===== config.mk =====
export PLATFORM = sky130hd
export DESIGN_NAME = shift_seq_ctrl
export DESIGN_NICKNAME = d
export VERILOG_FILES = /design/src/rtl/shift_seq_ctrl.sv
export SDC_FILE = /design/constraint.sdc
export NUM_CORES = 1
export LEC_CHECK = 0
export ABC_CLOCK_PERIOD_IN_PS = 1200
export CORE_UTILIZATION = 39
export DETAILED_ROUTE_END_ITERATION = 6
export PLACE_DENSITY = 0.68
export SLEW_MARGIN = 20
export SYNTH_ARGS = -nofsm -noshare
export SYNTH_HDL_FRONTEND = slang
export SYNTH_SLANG_ARGS = --single-unit
export TNS_END_PERCENT = 5

===== constraint.sdc =====
create_clock -name clk -period 1.2 [get_ports clk]
set_input_delay 0.24 -clock clk [delete_from_list [all_inputs] [get_ports clk]]
set_output_delay 0.24 -clock clk [all_outputs]
set_load 0.02 [all_outputs]

===== src/rtl/shift_seq_ctrl.sv =====
// shift_seq_ctrl: sequencer for an internal WIDTH-bit shift register.
// A start in IDLE loads the register and latches direction and rotate mode.
// The block then performs exactly WIDTH shift steps, stalling whenever
// shift_en is low, and pulses done for one cycle before returning to IDLE.
module shift_seq_ctrl #(
  parameter int WIDTH = 4
) (
  input  logic                       clk,
  input  logic                       rst,
  input  logic                       start,
  input  logic                       dir,
  input  logic                       rotate,
  input  logic [WIDTH-1:0]           din_par,
  input  logic                       ser_in,
  input  logic                       shift_en,
  output logic [WIDTH-1:0]           q,
  output logic                       ser_out,
  output logic                       busy,
  output logic                       done,
  output logic [$clog2(WIDTH+1)-1:0] cnt
);

  localparam int CW = $clog2(WIDTH + 1);
  localparam logic [CW-1:0] LAST_STEP = CW'(WIDTH - 1);

  localparam logic [1:0] S_IDLE  = 2'd0;
  localparam logic [1:0] S_SHIFT = 2'd1;
  localparam logic [1:0] S_DONE  = 2'd2;

  logic [1:0]       state;
  logic             dir_l;
  logic             rot_l;
  logic             fill;
  logic [WIDTH-1:0] q_next;

  // Next register value for one step, using the mode latched at load time
  always_comb begin
    fill   = ser_in;
    q_next = q;
    if (rot_l) begin
      fill = dir_l ? q[0] : q[WIDTH-1];
    end
    if (dir_l) begin
      q_next = {fill, q[WIDTH-1:1]};
    end else begin
      q_next = {q[WIDTH-2:0], fill};
    end
  end

  // Outgoing bit and status flags; in IDLE the live dir input selects the end
  always_comb begin
    ser_out = ((state == S_IDLE) ? dir : dir_l) ? q[0] : q[WIDTH-1];
    busy    = (state == S_SHIFT);
    done    = (state == S_DONE);
  end

  // Sequencer state, register contents, step counter and latched mode
  always_ff @(posedge clk) begin
    if (rst) begin
      state <= S_IDLE;
      q     <= '0;
      cnt   <= '0;
      dir_l <= 1'b0;
      rot_l <= 1'b0;
    end else begin
      case (state)
        S_IDLE: begin
          if (start) begin
            q     <= din_par;
            cnt   <= '0;
            dir_l <= dir;
            rot_l <= rotate;
            state <= S_SHIFT;
          end
        end
        S_SHIFT: begin
          if (shift_en) begin
            q   <= q_next;
            cnt <= cnt + CW'(1);
            if (cnt == LAST_STEP) begin
              state <= S_DONE;
            end
          end
        end
        S_DONE: begin
          state <= S_IDLE;
        end
        default: begin
          state <= S_IDLE;
        end
      endcase
    end
  end

endmodule


==> results of run 1 <==
through the flow:
| step | setup TNS (ps) | std cells | setup WS [ps] | utilization |
|---|---|---|---|---|
| 2_1_floorplan | -360 | 70 | -130 | - |
| 3_3_place_gp | -4620 | 119 | -732 | 0.644 |
| 3_5_place_dp | -4850 | 119 | -734 | 0.644 |
| 4_1_cts | -1390 | 123 | -401 | 0.671 |
| 5_1_grt | -1640 | 123 | -450 | 0.681 |
| 6_report | -1080 | 123 | -392 | 0.681 |
synthesized netlist by cell type (2+ instances only):
library cell,n,area share
clkbuf_1,2,0.012
buf_2,2,0.016
a2111o_1,2,0.035
a221oi_2,2,0.047
o21ai_0,5,0.039
nor2_1,6,0.035
or3b_1,2,0.027
nor3b_1,2,0.023
mux2i_1,6,0.093
inv_1,3,0.018
nor2b_1,3,0.029
nand2_1,2,0.012
mux2_2,2,0.035
dfxtp_1,11,0.34
a21oi_1,5,0.039
nand3_1,3,0.023
ha_1,2,0.039
per-layer routing:
| layer | GRT usage | up-vias | part of all wire |
|---|---|---|---|
| met5 | 0 | - | 0 |
| met4 | 0.113 | 0 | 0.0088 |
| met3 | 0.0560 | 2 | 0.048 |
| met2 | 0.298 | 16 | 0.44 |
| met1 | 0.272 | 279 | 0.50 |
| li1 | - | 335 | - |
flip-flops by register name, summed over array words and instances (netlist names):
| register | flops |
|---|---|
| cnt | 3 |
| q | 4 |
| dir_l | 1 |
| state | 2 |
| rot_l | 1 |
worst paths after layout:
path                   end  depth (start not counted)
setup / recovery   ser_out                          4
hold / removal    state[0]                          3
setup reg to reg      q[3]                          4
hold reg to reg     cnt[0]                          2
worst max-delay path, delay by kind of cell, from the launching register on:
family	cells	cell delay [ps]
mux	2	460
flops	1	340
buf+inv	1	160
simple gates	1	120
timing repair:
item	CTS	global route
pin swaps	2	4
gates resized for setup	42	13
setup endpoints to repair	18	14
cells by family after synthesis:
family,Yosys count
adder cells (fa/ha/maj),2
AND/OR/NAND/NOR,21
AO/OA/AOI/OAI,19
flip-flops,11
buffers and inverters,8
multiplexers,9
layout make-up:
type | count | share of cell area
multi-input combinational | 51 | 0.413
timing repair buffer | 38 | 0.314
sequential | 11 | 0.218
clock buffer | 4 | 0.0253
tap | 16 | 0.0193
inverter | 3 | 0.0109
report_power, final:
part,total [mW],switching [mW],internal [mW]
clock,0.258,0.129,0.129
sequential,0.400,0.0150,0.385
combinational,0.295,0.131,0.164
==> reports/qor.txt, run 1 <==
Grt total ovfl - 0
Sink Count - 11
Syn nets - 83
Vias in the first global route - 607
Most frequent cells in the layout - 16 x buf_4, 8 x dfxtp_1, 8 x clkdlybuf4s50_1
Worst r2r src - state[0]
Root Driver - clkbuf_4
H-Tree Depth - 1
Failing checks - negative setup slack
Post-Synth Simple-Gate Area - 0.183
ANT cells - 0
Worst hold slack - 432 ps
Class of the most critical hold timing path - in2reg
Area occupied by multi-input gates - 428 um^2
Post-Route Skew - 3.99 ps
First-pass GRT wire length - 2700 um
Vias/cell - 5.14
Final Setup Violations - 9
# nets final - 121
Most frequent CP cell - mux2i_2
Finished Cell Area - 1040 um^2
Placer Congestion - 0.797
Compound-Gate Fraction of Synth Area - 0.224
Cell Pwr Density - 918 nW/um^2
Fillers - 146
FF+latch count, synth - 11
CP Class - reg2out
DRT iter0 DRCs - 5
Slowest stage delay, CP - 340 ps
Synth Area in Adders - 0.0389
Setup Fix Bufs, Post-CTS - 0
Largest net degree at the start of global routing - 18
Outcome - finished with violations
Crit path time final - 1590 ps
Final hold vios - 0
Worst Hold Launch - shift_en
Critical path endpoint category - primary output
Final max-slew violation count - 0
WL/cell - 13.0 um
Main synth FF type - dfxtp_1
Worst-path clk slew - 70 ps
Die X-Extent - 42.6 um
# rows - 14
FF/Latch Area - 226 um^2
Die Y - 42.6 um
Power Total - 0.953 mW
Max FO, Critical Path - 2
Largest family of logic cells by synthesized area - compound AO/OA/AOI/OAI gates
Total Wirelength - 1600 um
Clk_lat worst skew - 270 ps
HPWL after detailed placement - 1180 um
Count of maximum capacitance violations - 0
Drc violations - 0
Worst path cell trace - nor2_4, mux2i_2, mux2i_2, buf_4
CTS tree - done
Area growth syn-to-layout - 61.3%
Slowest cell on crit path - dfxtp_2
Core area - 1520 um^2
Post-Synthesis Cell Area - 643 um^2
Sequential fraction of the synthesis area - 0.342
Area post-placement - 981 um^2
Vias - 632
Final Cycle Share - 1.33
Yosys cell types - 27
Initial antenna violation count - 0
Max-slew headroom - 0.839
Worst path required time - 960 ps
Peak supply drop - 0.475 mV
Synth Area per Inst - 9.19 um^2
Arr. time, crit path - 1350 ps
Syn. warnings - 0
Port buffer count - 20
Initial Util - 0.422
Pre-antenna DRT Iters - 4
Least-Margin Pin Slew - 237 ps
Number of buffers created by CTS - 3
Final worst slack - -392 ps
Hold buffer count at CTS - 0
Reg2Reg Setup Slack - -210 ps
Ports - 21
Gate Count Post-Synth - 70
Fmax - 628 MHz
RSZ-0062 raised after global routing - yes
CTS max path bufs - 2
Number of flops mapped to enable cells by yosys - 0
Setup crit start kind - flip-flop
Pleak - 0.437 nW
Post-synth ARST share - 0
XOR/XNOR Fraction of Synth Area - 0
Commonest non-fill, non-tap cell in the layout - buf_4
Crit. Startpoint - state[1]
GRT Util Overall - 0.205
Die area - 1820 um^2
Post-route ant nets - 0
Mux cell area share after synthesis - 0.150
Share of layout cells above drive strength 1 - 0.430
Note: power is estimated with default switching activity, not from simulation.
==> run 2, diff against run 1 <==
Settings changed: PLACE_DENSITY 0.68 to default, PLACE_DENSITY_LB_ADDON from default to 0.08.
==> reports/qor.txt, run 2 (same netlist as run 1, synthesis figures left out) <==
Grt met2 use - 0.357 (was 0.298)
Count of maximum capacitance violations - 0 (unchanged)
Most frequent cells in the layout - 19 x buf_4, 10 x clkdlybuf4s50_1, 8 x dfxtp_1 (was 16 x buf_4, 8 x dfxtp_1, 8 x clkdlybuf4s50_1)
Worst-path clk slew - 70 ps (about the same)
Worst Hold Launch - cnt[1] (was shift_en)
Die area - 1820 um^2 (unchanged)
Post-route ant nets - 0 (unchanged)
Crit. Startpoint - state[0] (was state[1])
Core area - 1520 um^2 (unchanged)
Worst Hold Depth - 2 (was 3)
HPWL after detailed placement - 1200 um (was 1180 um)
Final Cycle Share - 1.33 (about the same)
Largest Register - q (unchanged)
Sw Pwr - 0.268 mW (was 0.275 mW)
Final max-slew violation count - 0 (unchanged)
H-Tree Depth - 1 (unchanged)
Clk_lat worst skew - 270 ps (about the same)
Sequential share of power - 0.424 (was 0.420)
Failing checks - negative setup slack (unchanged)
CTS tree - done (unchanged)
Final hold vios - 0 (unchanged)
WL/cell - 12.7 um (was 13.0 um)
Largest regs - q: 4 flops, cnt: 3 flops, state: 2 flops (unchanged)
GR peak layer - met2 (unchanged)
Least-Margin Pin Slew - 208 ps (was 237 ps)
Clock Power Share - 0.271 (about the same)
Die Y - 42.6 um (unchanged)
Arr. time, crit path - 1360 ps (was 1350 ps)
Final worst slack - -400 ps (was -392 ps)
Vias/cell - 5.13 (was 5.14)
GR Layer Usage met1 - 0.248 (was 0.272)
Critical path endpoint category - primary output (unchanged)
Power Total - 0.942 mW (was 0.953 mW)
Setup crit start kind - flip-flop (unchanged)
Crit path time final - 1600 ps (was 1590 ps)
Die X-Extent - 42.6 um (unchanged)
Pre-antenna DRT Iters - 4 (unchanged)
Int Pwr - 0.674 mW (was 0.678 mW)
DRT iter0 DRCs - 8 (was 5)
# nets final - 121 (unchanged)
Met3 Resource Use GR - 0.0259 (was 0.0560)
Hold buffer count at CTS - 0 (unchanged)
Max-slew headroom - 0.858 (was 0.839)
Vias - 631 (was 632)
# rows - 14 (unchanged)
Cell Pwr Density - 920 nW/um^2 (was 918 nW/um^2)
Port buffer count - 20 (unchanged)
Vias in the first global route - 679 (was 607)
Number of buffers created by CTS - 3 (unchanged)
Initial Util - 0.422 (unchanged)
R2R cell count - 4 (unchanged)
CTS max path bufs - 2 (unchanged)
Fmax - 625 MHz (was 628 MHz)
Ports - 21 (unchanged)
Max FO, Critical Path - 2 (unchanged)
Worst slack, placed - -776 ps (was -734 ps)
Net Sw Frac - 0.285 (was 0.289)
Share of layout cells above drive strength 1 - 0.411 (was 0.430)
Reg2Reg Setup Slack - -210 ps (about the same)
Post-Route Skew - 4.58 ps (was 3.99 ps)
Final Setup Violations - 9 (unchanged)
Worst r2r src - state[0] (unchanged)
Gate power share - 0.304 (was 0.309)
Outcome - finished with violations (unchanged)
ANT cells - 0 (unchanged)
Root Driver - clkbuf_4 (unchanged)
GRT Util Overall - 0.202 (was 0.205)
First-pass GRT wire length - 2820 um (was 2700 um)
Worst path required time - 960 ps (about the same)
Initial antenna violation count - 0 (unchanged)
Total Wirelength - 1570 um (was 1600 um)
Sink Count - 11 (unchanged)
Hold Crit Endpoint - cnt[1] (was state[0])
CP Class - reg2out (unchanged)
Max reg flops - 4 (unchanged)
Placer Congestion - 0.807 (was 0.797)
Area growth syn-to-layout - 59.1% (was 61.3%)
Drc violations - 0 (unchanged)
Reg-to-Reg End - q[3] (unchanged)
RSZ-0062 raised after global routing - yes (unchanged)
Pleak - 0.424 nW (was 0.437 nW)
Commonest non-fill, non-tap cell in the layout - buf_4 (unchanged)
Largest net degree at the start of global routing - 18 (unchanged)
Class of the most critical hold timing path - reg2reg (was in2reg)
Peak supply drop - 0.686 mV (was 0.475 mV)
Grt total ovfl - 0 (unchanged)
## run 2: cell count changes in the layout (fill, tap and decap cells not counted), moves of 2 or more
cell / delta
buf_4: +3
clkdlybuf4s15_2: +2
clkdlybuf4s50_1: +2
a21oi_2: -2
buf_2: -2
a21oi_1: +2
buf_6: -3
## run 2: layer usage
layer | up-vias | routed length, um
li1 | 332 | -
met1 | 288 | 769
met2 | 11 | 749
met3 | 0 | 46
met4 | 0 | 0
met5 | - | 0
## run 2: worst max path at each step
stage	to	slack (ps)	cells after the start
global placement	ser_out	-780	4
floorplan	ser_out	-130	4
detailed placement	ser_out	-780	4
finish	ser_out	-400	4
CTS	ser_out	-410	4
global route	ser_out	-460	4
## run 2: critical path: stages, from the launching register on
cell     delay (ps)
dfxtp_2         340
nor2_4          110
mux2i_2         260
mux2i_2         230
buf_4           160
## run 2: power groups by stage
stage | Combinational [mW] | Clock, mW | Sequential, mW
2_1_floorplan | 0.122 | 0 | 0.425
3_3_place_gp | 0.284 | 0 | 0.406
3_5_place_dp | 0.287 | 0 | 0.407
4_1_cts | 0.286 | 0.263 | 0.399
5_1_grt | 0.309 | 0.285 | 0.403
6_report | 0.287 | 0.255 | 0.400
## run 2: timing repair
item / in CTS / in global routing
pin swaps: 2 / 0
buffers inserted: 0 / 0
endpoints found under the setup margin: 17 / 15
gates resized for setup: 36 / 7
## run 2: final cells by class
cell class	count	area, um^2
Sequential cell	11	224
Timing Repair Buffer	38	319
Tap cell	16	20.0
Multi-Input combinational cell	51	423
Fill cell	123	500
Clock buffer	4	26.3
Inverter	3	11.3
## run 2: metrics by stage
stage | cell area [um^2] | util | setup TNS (ps) | hold WS [ps] | std cells
after floorplan | 654 | - | -360 | 318 | 70
after global placement | 981 | 0.644 | -4750 | 485 | 119
after detailed placement | 981 | 0.644 | -4770 | 497 | 119
after CTS | 1020 | 0.667 | -1640 | 498 | 123
after global routing | 1020 | 0.672 | -2370 | 533 | 123
final | 1020 | 0.672 | -1590 | 506 | 123
==> run 3, diff against run 2 <==
Settings changed: CORE_MARGIN from default to 2.
==> reports/qor.txt, run 3 (same netlist as run 1, synthesis figures left out) <==
CP Buf/Inv Count - 1 (unchanged)
CTS max path bufs - 2 (unchanged)
Max reg flops - 4 (unchanged)
Grt total ovfl - 0 (unchanged)
Commonest non-fill, non-tap cell in the layout - buf_4 (unchanged)
Slowest cell on crit path - dfxtp_2 (unchanged)
Critical path endpoint category - primary output (unchanged)
GRT Util Overall - 0.201 (was 0.202)
Post-route ant nets - 0 (unchanged)
Port buffer count - 20 (unchanged)
Least-Margin Pin Slew - 216 ps (was 208 ps)
Wl on met1 - 780 um (was 769 um)
HPWL after detailed placement - 1190 um (was 1200 um)
Finished Cell Area - 1030 um^2 (was 1020 um^2)
Class of the most critical hold timing path - in2reg (was reg2reg)
Sink Count - 11 (unchanged)
Worst path required time - 960 ps (about the same)
Largest net degree at the start of global routing - 18 (unchanged)
Die X-Extent - 44.6 um (was 42.6 um)
Vias in the first global route - 628 (was 679)
Routed met2 length - 660 um (was 749 um)
Die area - 1990 um^2 (was 1820 um^2)
Crit path time final - 1600 ps (about the same)
Worst-path clk slew - 70 ps (about the same)
# nets final - 121 (unchanged)
Slowest stage delay, CP - 330 ps (was 340 ps)
Arr. time, crit path - 1360 ps (about the same)
Final Setup Violations - 9 (unchanged)
Most frequent cells in the layout - 18 x buf_4, 9 x clkdlybuf4s50_1, 8 x dfxtp_1 (was 19 x buf_4, 10 x clkdlybuf4s50_1, 8 x dfxtp_1)
Post-Route Skew - 2.57 ps (was 4.58 ps)
Setup Fix Bufs, Post-CTS - 0 (unchanged)
Die Y - 44.6 um (was 42.6 um)
Core area - 1520 um^2 (unchanged)
Peak supply drop - 0.594 mV (was 0.686 mV)
Area post-placement - 981 um^2 (unchanged)
Area growth syn-to-layout - 60.1% (was 59.1%)
Worst path cell trace - nor2_4, mux2i_2, mux2i_2, buf_4 (unchanged)
Worst hold slack - 433 ps (was 506 ps)
Max FO, Critical Path - 2 (unchanged)
CTS tree - done (unchanged)
Vias/cell - 5.15 (was 5.13)
Largest Register - q (unchanged)
Final hold vios - 0 (unchanged)
Drc violations - 0 (unchanged)
Top sig layer - met4 (was met3)
Largest regs - q: 4 flops, cnt: 3 flops, state: 2 flops (unchanged)
ANT cells - 0 (unchanged)
Final Cycle Share - 1.34 (was 1.33)
Count of maximum capacitance violations - 0 (unchanged)
Root Driver - clkbuf_4 (unchanged)
Final worst slack - -403 ps (was -400 ps)
Pre-antenna DRT Iters - 4 (unchanged)
# rows - 14 (unchanged)
Vias - 633 (was 631)
Setup crit start kind - flip-flop (unchanged)
First-pass GRT wire length - 2770 um (was 2820 um)
Fmax - 624 MHz (was 625 MHz)
DRT iter0 DRCs - 20 (was 8)
Outcome - finished with violations (unchanged)
Final Core Density - 0.676 (was 0.672)
Ports - 21 (unchanged)
CP Class - reg2out (unchanged)
Most frequent CP cell - mux2i_2 (unchanged)
Initial antenna violation count - 0 (unchanged)
WL/cell - 12.5 um (was 12.7 um)
Initial Util - 0.422 (unchanged)
Clk_lat worst skew - 270 ps (about the same)
Cell Pwr Density - 924 nW/um^2 (was 920 nW/um^2)
Failing checks - negative setup slack (unchanged)
Met3 wire length - 58 um (was 46 um)
RSZ-0062 raised after global routing - yes (unchanged)
Final max-slew violation count - 0 (unchanged)
Pleak - 0.431 nW (was 0.424 nW)
Placer Congestion - 0.725 (was 0.807)
Number of buffers created by CTS - 3 (unchanged)
CP delay by family, top - multiplexers (unchanged)
Total Wirelength - 1540 um (was 1570 um)
Share of layout cells above drive strength 1 - 0.411 (unchanged)
H-Tree Depth - 1 (unchanged)
Max-slew headroom - 0.853 (was 0.858)
-- run 3: final timing paths --
path	start	end	slack, ps	depth (start not counted)
setup reg to reg	state[0]	q[3]	-190	4
hold reg to reg	cnt[0]	cnt[0]	490	2
setup / recovery	state[1]	ser_out	-400	4
hold / removal	shift_en	state[0]	430	3
-- run 3: where the power goes --
part	switching [mW]	internal (mW)	leakage, nW
logic	0.130	0.163	0.325
registers	0.0144	0.386	0.0914
clock network	0.129	0.129	0.0150
total	0.273	0.678	0.431
-- run 3: worst reg2reg max path, stage by stage (launching register included) --
cell,delay [ps]
dfxtp_2,350
buf_12,150
or3b_1,390
a221oi_2,290
a221oi_2,90
-- run 3: routing by layer --
layer  vias to the layer above  track usage
li1                        328            -
met1                       284        0.257
met2                        16        0.296
met3                         5       0.0531
met4                         0        0.127
met5                         -            0
-- run 3: area by class of cell --
| type | instances | area, um^2 |
|---|---|---|
| Sequential cell | 11 | 224 |
| Timing Repair Buffer | 38 | 323 |
| Tap cell | 16 | 20.0 |
| Clock buffer | 4 | 26.3 |
| Inverter | 3 | 11.3 |
| Multi-Input combinational cell | 51 | 425 |
| Fill cell | 127 | 494 |
-- run 3: stage by stage --
stage	power, mW	instances	TNS [ps]	worst slack [ps]
2_1_floorplan	0.548	70	-360	-130
3_3_place_gp	0.690	119	-4760	-778
3_5_place_dp	0.694	119	-4760	-798
4_1_cts	0.944	123	-1810	-410
5_1_grt	1.01	123	-2140	-473
6_report	0.951	123	-1510	-403
-- run 3: what timing repair did --
action | in CTS | in global routing
pin swaps | 1 | 1
resized for setup | 31 | 13
endpoints found under the hold margin | 0 | 0
setup endpoints to repair | 17 | 17
hold buffers | 0 | 0
